<file path="src/rtl/instruction_fetch_unit.sv">
// Fetch stage: owns the PC and issues one word fetch at a time. Output is registered, so best case is one instruction per two cycles.
// A stalled output slot parks one returned word in a hold buffer. Redirects flush that buffer and drop any in-flight fetch.
module instruction_fetch_unit #(
    parameter logic [31:0] RESET_PC = 32'h0040_0000,
    parameter logic [31:0] NOP_WORD = 32'h0000_0000
) (
    input  logic        clk,
    input  logic        reset,
    input  logic        stall,
    input  logic        redirect,
    input  logic [31:0] redirect_pc,
    output logic        imem_req,
    output logic [31:0] imem_addr,
    input  logic        imem_gnt,
    input  logic        imem_rvalid,
    input  logic [31:0] imem_rdata,
    output logic [31:0] instr_out,
    output logic [31:0] next_pc_out,
    output logic        instr_valid,
    output logic [31:0] pc_out
);

    typedef enum logic [1:0] {
        S_REQ   = 2'd0,
        S_WAIT  = 2'd1,
        S_HOLD  = 2'd2,
        S_DRAIN = 2'd3
    } state_t;

    state_t      r_state;
    state_t      w_state_nxt;

    logic [31:0] r_pc;
    logic [31:0] r_fetch_pc;
    logic [31:0] r_instr;
    logic [31:0] r_next_pc;
    logic        r_valid;
    logic [31:0] r_hold_instr;
    logic [31:0] r_hold_next_pc;

    logic [31:0] w_pc_nxt;
    logic [31:0] w_fetch_pc_nxt;
    logic [31:0] w_instr_nxt;
    logic [31:0] w_next_pc_nxt;
    logic        w_valid_nxt;
    logic [31:0] w_hold_instr_nxt;
    logic [31:0] w_hold_next_pc_nxt;
    logic        w_slot_free;

    assign w_slot_free = !r_valid || !stall;

    assign imem_req    = (r_state == S_REQ) && !reset;
    assign imem_addr   = r_pc;
    assign pc_out      = r_pc;
    assign instr_out   = r_instr;
    assign next_pc_out = r_next_pc;
    assign instr_valid = r_valid;

    always_ff @(posedge clk or posedge reset) begin
        if (reset) begin
            r_state <= S_REQ;
        end else begin
            r_state <= w_state_nxt;
        end
    end

    always_comb begin
        w_state_nxt        = r_state;
        w_pc_nxt           = r_pc;
        w_fetch_pc_nxt     = r_fetch_pc;
        w_instr_nxt        = r_instr;
        w_next_pc_nxt      = r_next_pc;
        w_valid_nxt        = r_valid;
        w_hold_instr_nxt   = r_hold_instr;
        w_hold_next_pc_nxt = r_hold_next_pc;

        // Consumed with nothing to replace it: next_pc_out intentionally keeps its value.
        if (r_valid && !stall) begin
            w_valid_nxt = 1'b0;
            w_instr_nxt = NOP_WORD;
        end

        if (redirect) begin
            w_pc_nxt           = redirect_pc;
            w_valid_nxt        = 1'b0;
            w_instr_nxt        = NOP_WORD;
            w_hold_instr_nxt   = '0;
            w_hold_next_pc_nxt = '0;
            unique case (r_state)
                S_REQ:   w_state_nxt = imem_gnt ? S_DRAIN : S_REQ;
                S_WAIT:  w_state_nxt = imem_rvalid ? S_REQ : S_DRAIN;
                S_HOLD:  w_state_nxt = S_REQ;
                S_DRAIN: w_state_nxt = imem_rvalid ? S_REQ : S_DRAIN;
                default: w_state_nxt = S_REQ;
            endcase
        end else begin
            unique case (r_state)
                S_REQ: begin
                    if (imem_gnt) begin
                        w_fetch_pc_nxt = r_pc;
                        w_pc_nxt       = r_pc + 32'd4;
                        w_state_nxt    = S_WAIT;
                    end
                end
                S_WAIT: begin
                    if (imem_rvalid) begin
                        if (w_slot_free) begin
                            w_instr_nxt   = imem_rdata;
                            w_next_pc_nxt = r_fetch_pc + 32'd4;
                            w_valid_nxt   = 1'b1;
                            w_state_nxt   = S_REQ;
                        end else begin
                            w_hold_instr_nxt   = imem_rdata;
                            w_hold_next_pc_nxt = r_fetch_pc + 32'd4;
                            w_state_nxt        = S_HOLD;
                        end
                    end
                end
                S_HOLD: begin
                    if (!stall) begin
                        w_instr_nxt        = r_hold_instr;
                        w_next_pc_nxt      = r_hold_next_pc;
                        w_valid_nxt        = 1'b1;
                        w_hold_instr_nxt   = '0;
                        w_hold_next_pc_nxt = '0;
                        w_state_nxt        = S_REQ;
                    end
                end
                S_DRAIN: begin
                    if (imem_rvalid) begin
                        w_state_nxt = S_REQ;
                    end
                end
                default: w_state_nxt = S_REQ;
            endcase
        end
    end

    always_ff @(posedge clk or posedge reset) begin
        if (reset) begin
            r_pc           <= RESET_PC;
            r_fetch_pc     <= RESET_PC;
            r_instr        <= NOP_WORD;
            r_next_pc      <= '0;
            r_valid        <= 1'b0;
            r_hold_instr   <= '0;
            r_hold_next_pc <= '0;
        end else begin
            r_pc           <= w_pc_nxt;
            r_fetch_pc     <= w_fetch_pc_nxt;
            r_instr        <= w_instr_nxt;
            r_next_pc      <= w_next_pc_nxt;
            r_valid        <= w_valid_nxt;
            r_hold_instr   <= w_hold_instr_nxt;
            r_hold_next_pc <= w_hold_next_pc_nxt;
        end
    end

endmodule

</file>
<file path="config.mk">
export PLATFORM = sky130hd
export DESIGN_NAME = instruction_fetch_unit
export DESIGN_NICKNAME = d
export VERILOG_FILES = /design/src/rtl/instruction_fetch_unit.sv
export SDC_FILE = /design/constraint.sdc
export NUM_CORES = 1
export LEC_CHECK = 0
export ABC_CLOCK_PERIOD_IN_PS = 7550
export BUFFER_PORTS_ARGS = -buffer_cell sky130_fd_sc_hd__buf_2
export CORE_AREA = 2 2 205 207
export DETAILED_ROUTE_END_ITERATION = 12
export DIE_AREA = 0 0 207 209
export GPL_TIMING_DRIVEN = 0
export HOLD_SLACK_MARGIN = 0.02
export PLACE_DENSITY = 0.56
export SETUP_SLACK_MARGIN = 0.05
export SYNTH_ARGS = -nofsm -noshare
export SYNTH_HDL_FRONTEND = slang
export SYNTH_SLANG_ARGS = --single-unit
</file>
<file path="constraint.sdc">
create_clock -name clk -period 7.55 [get_ports clk]
set_clock_uncertainty 0.15 [all_clocks]
set_input_delay 2.265 -clock clk [delete_from_list [all_inputs] [get_ports clk]]
set_output_delay 2.265 -clock clk [all_outputs]
set_load 0.01 [all_outputs]
</file>
==> metrics.cfg <==
[run_status]
status = completed

[synth]
synth.distinct_cells = 57
synth_area_um2 = 10100
ys.flop_type = dfrtp_1
synth_compound_area_frac = 0.167
synth_top_area_frac = 0.477
synth_edf_count = 0
yosysWarnings = 0
synth_cells = 994
yosysMostFrequentCell = dfrtp_1
synthXorXnorAreaFrac = 0.0458
yosys-mux-area-fraction = 0.0874
async_flop_share = 1.00
ys_seq_area_frac = 0.482
synth-adder-area-share = 0.00741
synth_top_area_cell = dfrtp_1
synth_fp_nets = 1070
syn_avg_cell_area_um2 = 10.2
netlist_top_cells_count = dfrtp_1, nand2_1, o21ai_0
ys_ff_latch = 195
synth_top_family_by_area = compound AO/OA/AOI/OAI gates
synth_area_leaders = dfrtp_1, mux2_2, nand2_1
synth-simple-area-share = 0.152

[pwr]
leakage_nw = 5.67
vdd_drop_max_mv = 0.121
powerDensity_nw_per_um2 = 320

[layout]
fillCellCount = 4367
final_area_um2 = 12500
syn_to_final_growth_pct = 23.5
final_cell_count_no_fill = 1770
nets = 1293
final_layout_size_suffix_gt1_frac = 0.323

[detailed_routing]
routed_wl_um = 33000
ant_nets = 0
num_vias = 8488
via_per_inst = 4.80
drc_errors = 0
wl_per_cell_um = 18.7
first_pass_iters = 5
drt-initial-drc-count = 477

[critical_path]
crit_chain = buf_2 -> nor2b_1 -> buf_2
cp_slowest_cell = buf_2
crit_family = buffers and inverters
worst-path-buf-inv = 2
required_ns = 5.14
r2r_slack_ns = 4.66
critPathKind = primary input to output pin
cp-end-kind = output pin
path_max_fanout = 2
cp-start-kind = primary input
cp_slowest_stage_delay_ns = 0.13
path_common_cell = buf_2
worstPathArrival_ns = 2.62

[sta]
slew_headroom = 0.429
setup_tns_ns = 0
min_period_over_period = 0.666
worst_pin_slew_ns = 0.857
finalHoldViolCount = 0
timing.final.ws_setup_ns = 2.52
fmax_ghz = 0.199
post-route-min-period_ns = 5.03
setup_violations = 0
grt_setup_unrepaired = false
hold_slack_ns = 0.330
drv_slew = 0

[floorplanning]
chipWidth_um = 207
die_area_um2 = 43300
core_area_um2 = 41300
start_util = 0.245
std_cell_rows = 75
boundaryPins = 200
fp.dieH_um = 209

[clock_tree]
root_buffer = clkbuf_16
cts_buffers = 17
cts_resized = 0
cts_tree = yes
ctsHoldBuffers = 0
clock_path_buffers = 2
clk_pin_slew_ns = 0.08
clock-sinks = 195
clk-insertion-delay-late_ns = 0.46
cts_max_level = 4
postCtsSetupRepairBufs = 0

[global_route]
grt_pass1_wl_um = 52000
antenna_found_initial = 1
grt_usage = 0.154
grt_pass1_vias = 8624
grt_max_degree = 39
grt_overflow = 0

[min_path]
hp-class = register to register

[place]
port_buffers = 198
place_congestion = 0.814
dp.final_hpwl_um = 24400
dp.cells = 1737
place_area_um2 = 11900
pre_cts_slack_ns = 2.52

[run]
max-cap-violations = 0

==> worst paths after layout <==
check / startpoint / depth (start not counted) / to
min: next_pc_out[25]$_DFFE_PP0P_ / 2 / next_pc_out[25]$_DFFE_PP0P_
max in group asynchronous: reset / 7 / r_hold_instr[14]$_DFFE_PP0P_
max reg2reg: r_state[1]$_DFFE_PP0P_ / 9 / r_hold_next_pc[17]$_DFFE_PP0P_
max: reset / 3 / imem_req
min reg2reg: next_pc_out[25]$_DFFE_PP0P_ / 2 / next_pc_out[25]$_DFFE_PP0P_
min in group asynchronous: reset / 2 / imem_addr[4]$_DFFE_PP0N_
==> layout make-up <==
class                           instances  area [µm²]  share of cell area
Tap cell                              539         674              0.0539
Antenna cell                            1        2.50            0.000200
Clock inverter                         15         161              0.0129
Clock buffer                           17         425              0.0340
Sequential cell                       195        4880               0.390
Inverter                               11        45.0             0.00360
Multi-Input combinational cell        686        4650               0.372
Timing Repair Buffer                  204        1110              0.0889
Buffer                                102         549              0.0439
==> sequential cells by signal, summed over array words and instances (netlist names) <==
signal and flops:
imem_addr 32, instr_out 32, next_pc_out 32, r_fetch_pc 32, r_hold_instr 32, r_hold_next_pc 32
r_state 2, instr_valid 1
==> layer usage <==
layer / track usage / vias to the layer above / share of wire
li1: - / 4012 / -
met1: 0.212 / 4239 / 0.48
met2: 0.247 / 213 / 0.47
met3: 0.0249 / 24 / 0.040
met4: 0.0473 / 0 / 0.014
met5: 0 / - / 0
==> worst register-to-register path, stage by stage (launching register included) <==
cell	delay (ns)
dfrtp_1	0.41
inv_1	0.09
ha_1	0.21
clkbuf_1	0.26
nand2_1	0.23
nor3_2	0.10
nor3_2	0.66
clkbuf_1	0.49
nand2_1	0.12
o21ai_0	0.09
==> cell families (layout without fill, tap and decap cells) <==
logic type	count (synthesis)	in the layout
DFF	195	195
other	0	1
AOI/OAI and AO/OA	242	242
xor gates and xnor gates	53	53
muxes	80	80
buffers and inverters	113	349
adders and majority gates	6	6
and+or+nand+nor	305	305
==> per-stage QoR <==
| stage | util | power, mW |
|---|---|---|
| 5_1_grt | 0.303 | 4.26 |
| 6_report | 0.303 | 4.00 |
| 3_5_place_dp | 0.289 | 3.09 |
| 4_1_cts | 0.303 | 4.04 |
| 2_1_floorplan | - | 2.48 |
| 3_3_place_gp | 0.286 | 3.05 |
==> report_power, final <==
| part | internal [mW] | switching [mW] | leakage (nW) | total (mW) |
|---|---|---|---|---|
| combinational | 0.596 | 0.940 | 2.84 | 1.54 |
| sequential | 1.28 | 0.247 | 2.54 | 1.52 |
| clock | 0.469 | 0.466 | 0.278 | 0.936 |
==> cell usage in the layout (no fill, tap or decap), drive strengths merged, types with 3 or more instances in the layout <==
master / Yosys / routed
and2: 4 / 4
xnor2: 6 / 6
and3: 8 / 8
inv: 10 / 17
nand2: 164 / 164
nor2: 17 / 17
a211oi: 31 / 31
o21ai: 97 / 97
a221oi: 31 / 31
or3: 3 / 3
nor3: 14 / 14
a21oi: 10 / 10
dfrtp: 193 / 193
buf: 61 / 265
xor2: 47 / 47
a22o: 45 / 45
clkinvlp: 0 / 4
nor4: 8 / 8
a31oi: 5 / 5
clkbuf: 41 / 58
o211ai: 15 / 15
clkinv: 1 / 4
nand3: 52 / 52
mux2: 67 / 67
nor2b: 5 / 5
nand4: 20 / 20
mux2i: 13 / 13
ha: 6 / 6
(Power assumes the default switching activity.)
